## src/rtl/contador_pkg.sv

```systemverilog
// Shared types and helpers for the contador_modular counter family.
//   mode_e    : selects whether a step at a bound wraps or saturates.
//   max_count : largest reachable count for a given width and modulus.
//               The modulus minus one is clamped so it never exceeds
//               2**WIDTH-1.
package contador_pkg;

  typedef enum logic {
    MODE_WRAP = 1'b0,
    MODE_SAT  = 1'b1
  } mode_e;

  function automatic int unsigned max_count(input int unsigned width,
                                            input int unsigned modulus);
    int unsigned full;
    full = (32'd1 << width) - 32'd1;
    if (modulus == 0) return 0;
    return ((modulus - 1) > full) ? full : (modulus - 1);
  endfunction

endpackage

```

## src/rtl/contador_prescaler.sv

```systemverilog
// Cycle prescaler: it produces one tick every PRESCALE enabled cycles.
//   clk  : clock, rising edge
//   rst  : synchronous active-high reset, clears the partial count
//   clr  : synchronous clear, discards the partial count
//   en   : advance enable
//   tick : high on the enabled cycle that completes a prescale period
// With PRESCALE=1 there is no state, and tick is en passed straight through.
module contador_prescaler #(
  parameter int PRESCALE = 1
) (
  input  logic clk,
  input  logic rst,
  input  logic clr,
  input  logic en,
  output logic tick
);

  if (PRESCALE <= 1) begin : g_bypass
    // clk, rst and clr are not needed when every enabled cycle is a tick.
    logic unused_inputs;
    assign unused_inputs = clk ^ rst ^ clr;
    assign tick = en;
  end else begin : g_count
    localparam int CW = $clog2(PRESCALE);
    localparam logic [CW-1:0] LAST = CW'(PRESCALE - 1);

    logic [CW-1:0] cnt;

    assign tick = en && !clr && (cnt == LAST);

    // NOTE: sequential state uses non-blocking assignments, so every
    // register in the design samples its pre-edge values.
    always_ff @(posedge clk) begin
      if (rst) begin
        cnt <= '0;
      end else if (clr) begin
        cnt <= '0;
      end else if (en) begin
        cnt <= (cnt == LAST) ? '0 : cnt + CW'(1);
      end
    end
  end

endmodule

```

## src/rtl/contador_modular.sv

```systemverilog
// Parametrised up/down counter with load, prescaler and bound handling.
//   clk      : clock, rising edge
//   rst      : synchronous active-high reset
//   load     : load data_in (clamped to MOD-1) on the next edge
//   data_in  : load value
//   con      : count enable (the prescaler advances while it is high)
//   cup      : direction, 1 = up and 0 = down, sampled only when a step fires
//   data_out : registered count, range 0..MOD-1
//   ovf/udf  : registered one-cycle pulses, up-step at MOD-1 / down-step at 0
//   at_max   : data_out == MOD-1
//   at_min   : data_out == 0
// Priority on each edge is rst, then load, then con.
module contador_modular
  import contador_pkg::*;
#(
  parameter int    WIDTH    = 8,
  parameter int    MOD      = 2 ** WIDTH,
  parameter int    PRESCALE = 1,
  parameter mode_e MODE     = MODE_WRAP
) (
  input  logic             clk,
  input  logic             rst,
  input  logic             load,
  input  logic [WIDTH-1:0] data_in,
  input  logic             con,
  input  logic             cup,
  output logic [WIDTH-1:0] data_out,
  output logic             ovf,
  output logic             udf,
  output logic             at_max,
  output logic             at_min
);

  // Comparisons are made one bit wider than the count. This lets a
  // modulus of 2**WIDTH be represented, and it stops a narrower modulus
  // from wrapping silently.
  localparam logic [WIDTH:0]   MAX_X = (WIDTH+1)'(max_count(WIDTH, MOD));
  localparam logic [WIDTH:0]   MOD_X = (WIDTH+1)'(MOD);
  localparam logic [WIDTH-1:0] MAX_V = MAX_X[WIDTH-1:0];
  localparam logic [WIDTH:0]   ONE_X = (WIDTH+1)'(1);

  logic             tick;
  logic [WIDTH:0]   count_x;
  logic [WIDTH:0]   data_in_x;
  logic [WIDTH:0]   inc_x;
  logic [WIDTH:0]   dec_x;
  logic [WIDTH-1:0] next_count;
  logic             next_ovf;
  logic             next_udf;

  // A load discards any partial prescale and blocks the step on that cycle.
  contador_prescaler #(
    .PRESCALE (PRESCALE)
  ) u_prescaler (
    .clk  (clk),
    .rst  (rst),
    .clr  (load),
    .en   (con && !load),
    .tick (tick)
  );

  assign count_x   = {1'b0, data_out};
  assign data_in_x = {1'b0, data_in};
  assign inc_x     = count_x + ONE_X;
  assign dec_x     = count_x - ONE_X;

  assign at_max = (count_x == MAX_X);
  assign at_min = (data_out == '0);

  // NOTE: every output of this block gets a default first, so no path
  // leaves a variable unassigned and no latch can be inferred.
  always_comb begin
    next_count = data_out;
    next_ovf   = 1'b0;
    next_udf   = 1'b0;
    if (load) begin
      next_count = (data_in_x >= MOD_X) ? MAX_V : data_in;
    end else if (tick) begin
      if (cup) begin
        if (count_x >= MAX_X) begin
          next_ovf   = 1'b1;
          next_count = (MODE == MODE_SAT) ? data_out : '0;
        end else begin
          next_count = inc_x[WIDTH-1:0];
        end
      end else begin
        if (count_x == '0) begin
          next_udf   = 1'b1;
          next_count = (MODE == MODE_SAT) ? data_out : MAX_V;
        end else begin
          next_count = dec_x[WIDTH-1:0];
        end
      end
    end
  end

  always_ff @(posedge clk) begin
    if (rst) begin
      data_out <= '0;
      ovf      <= 1'b0;
      udf      <= 1'b0;
    end else begin
      data_out <= next_count;
      ovf      <= next_ovf;
      udf      <= next_udf;
    end
  end

endmodule
```

## config.mk

```make
export PLATFORM = sky130hd
export DESIGN_NAME = contador_modular
export DESIGN_NICKNAME = d
export VERILOG_FILES = /design/src/rtl/contador_pkg.sv /design/src/rtl/contador_prescaler.sv /design/src/rtl/contador_modular.sv
export SDC_FILE = /design/constraint.sdc
export NUM_CORES = 1
export LEC_CHECK = 0
export ABC_AREA = 1
export BUFFER_PORTS_ARGS = -buffer_cell sky130_fd_sc_hd__buf_4
export CAP_MARGIN = 20
export CORE_MARGIN = 3
export CORE_UTILIZATION = 57
export CTS_BUF_LIST = sky130_fd_sc_hd__clkbuf_4 sky130_fd_sc_hd__clkbuf_8
export CTS_CLUSTER_DIAMETER = 200
export DETAILED_ROUTE_END_ITERATION = 8
export PLACE_DENSITY = 0.91
export RECOVER_POWER = 50
export SLEW_MARGIN = 10
export SYNTH_ARGS = -nofsm -noshare
export SYNTH_HDL_FRONTEND = slang
export SYNTH_SLANG_ARGS = --single-unit
```

## constraint.sdc

```tcl
create_clock -name clk -period 2.5 [get_ports clk]
set_input_delay 0.5 -clock clk [delete_from_list [all_inputs] [get_ports clk]]
set_output_delay 0.5 -clock clk [all_outputs]
set_load 0.01 [all_outputs]
```

==> impl_metrics.csv <==
group,metric,value,unit
drt,drcViolationCount,0,
clock_network,cts_root_buffer,"clkbuf_4",
placement,dp.cells,183,
drt,postRouteAntennaNets,0,
grt,antenna_found_initial,0,
clock_network,postCtsSetupBuffers,0,
timing,hold_viol_final,0,
timing,setup-tns-final,0,ns
synth,ys_seq_area_share,22.1,%
clock_network,tritoncts,"built",
floorplan,core,1400,um2
timing,post-route-period-util,82.3,%
power,p_leak,0.529,nW
finish,antennaDiodeCount,0,
placement,gp_congestion,0.978,
finish,final_cells,187,
timing,rsz0062_at_grt,"no",
clock_network,cts-hold-fix-buffers,0,
timing,setup_violations,0,
timing,finalWorstSetupSlack,0.442,ns
finish,area_delta_synth_final,17.1,%
grt,grt_usage,27.4,%
clock_network,cts.clk_slew.worst_paths,0.07,ns
timing,worst_clock_skew,0.000754,ns
drt,via_count,1052,
setup_path,cp_max_fo,7,
finish,layout_common_cells,"42 x nand2_1, 17 x nand3_1, 15 x inv_1, 15 x buf_4, 14 x nor2_1",
floorplan,die_h,45.9,um
timing,relSlewSlack,49.3,%
timing,drv_slew,0,
drt,routedWlPerCell,13.3,um
synth,avgSynthCellArea,6.05,um2
clock_network,cts_max_path_buffers,2,
clock_network,clk_latency,0.28,ns
worst_hold_path,min-delay-path-class,"input port to register",
floorplan,num_rows,13,
clock_network,cts_max_level,1,
setup_path,rrSetupSlack,0.92,ns
synth,synth_nets,166,
clock_network,cts.sinks,10,
timing,tightestPinTransition,0.757,ns
setup_path,critPathLaunchType,"register",
floorplan,die-area,2110,um2
drt,via_per_inst,5.63,
power,power_density,496,nW/um2
grt,grt_overflow_total,0,
synth,syn_inst,150,
setup_path,cp_data_required_time,2.00,ns
placement,portBuffers,24,
floorplan,pin_count,25,
setup_path,worstSetupPathType,"register to output port",
grt,grt_pass1_wl,4.11,mm
run,max-cap-violations,0,
finish,nets,189,
floorplan,die_x,45.9,um
timing,period_needed,2.06,ns
timing,fmax,486,MHz
clock_network,cts.repair.resized,0,
clock_network,cts_made_buffers,3,
drt,drt-total-wl,2.49,mm
grt,grt_max_degree,12,
synth,synth_edf_count,0,
setup_path,crit_path_end_kind,"output port",
drt,drtIter0Drc,34,
placement,dp_hpwl,1.85,mm
synth,netlist_area,907,um2
synth,synth_flop_cell,"dfxtp_1",
drt,dr.pass1.iters,4,
synth,ys_ff_latch,10,
placement,detailedPlace.worstSlack,0.797,ns
run_status,status,"finished clean",
power,vdd_drop_max,0.448,mV
finish,layout-drive-gt1-share,20.9,%
grt,grt_pass1_vias,968,
setup_path,arrival,1.56,ns
synth,async_reset_ff_share,0,%
synth,yosysWarningCount,0,
synth,synth_cell_types,28,
finish,final_common_cell,"nand2_1",
floorplan,initial_core_util,64.8,%
[sequential cells by signal (all words and copies together) (netlist names)]
name / count
data_out: 8
ovf: 1
udf: 1
[per-stage QoR]
step / util, % / power [mW] / hold slack (ns) / area (um2)
after global routing: 75.9 / 0.566 / 0.465 / 1060
after global placement: 75.9 / 0.371 / 0.523 / 1060
final: 75.9 / 0.527 / 0.466 / 1060
after CTS: 78.5 / 0.534 / 0.459 / 1100
after floorplan: - / 0.321 / 0.547 / 907
after detailed placement: 75.9 / 0.376 / 0.555 / 1060
[report_power, final]
group / leakage [nW] / switching, mW / internal (mW)
registers: 0.0824 / 0.0232 / 0.170
logic: 0.426 / 0.105 / 0.0702
clock network: 0.0210 / 0.0697 / 0.0888
[worst paths after layout]
| kind | startpoint | to | cells after the start |
|---|---|---|---|
| worst max-delay path | data_out[0] | at_min | 7 |
| worst min-delay path | rst | data_out[7] | 2 |
| worst max register to register | data_out[0] | data_out[2] | 10 |
| worst min register to register | data_out[7] | data_out[7] | 2 |
[critical path: stages, from the launching register on]
cell and delay, ns:
dfxtp_1 0.35, inv_1 0.20, ha_1 0.19, inv_1 0.04, nor2_1 0.20, nand2_4 0.10, inv_4 0.07, buf_4 0.11
[area by class of cell]
class                   count  area [um2]
inverters                  20        77.6
well taps                  15        18.8
clock buffers               4        36.3
flip-flops and latches     10         200
fillers                   124         337
repair buffers             24         146
multi-input cells         114         583
[synthesized netlist by cell type (2+ instances only)]
cell / number / area, um2
nand4_1: 2 / 12.5
nand2_1: 41 / 154
nor2_1: 14 / 52.6
buf_2: 2 / 10.0
a31oi_1: 2 / 12.5
ha_1: 3 / 37.5
nand2_4: 2 / 22.5
inv_2: 4 / 15.0
a22oi_1: 3 / 22.5
nor2_2: 5 / 31.3
nand2_2: 4 / 25.0
buf_6: 2 / 22.5
inv_1: 15 / 56.3
dfxtp_1: 10 / 200
a21oi_1: 7 / 35.0
nand3_1: 17 / 85.1
o21ai_0: 6 / 30.0
[metal layers]
layer,up-vias,GRT usage [%],part of all wire [%]
met2,51,45.9,48
met5,-,0,0
met3,7,7.11,10
met4,0,17.0,2.3
met1,471,30.3,39
li1,523,-,-
[logic make-up (layout without fill, tap and decap cells)]
logic type	count (synthesis)	after routing	synth area share [%]
compound gates	22	22	15.0
xor+xnor	2	2	1.93
buf+inv	26	48	13.4
fa+ha+maj	3	3	4.14
simple gates	87	87	43.4
flops	10	10	22.1
(Power assumes the default switching activity.)
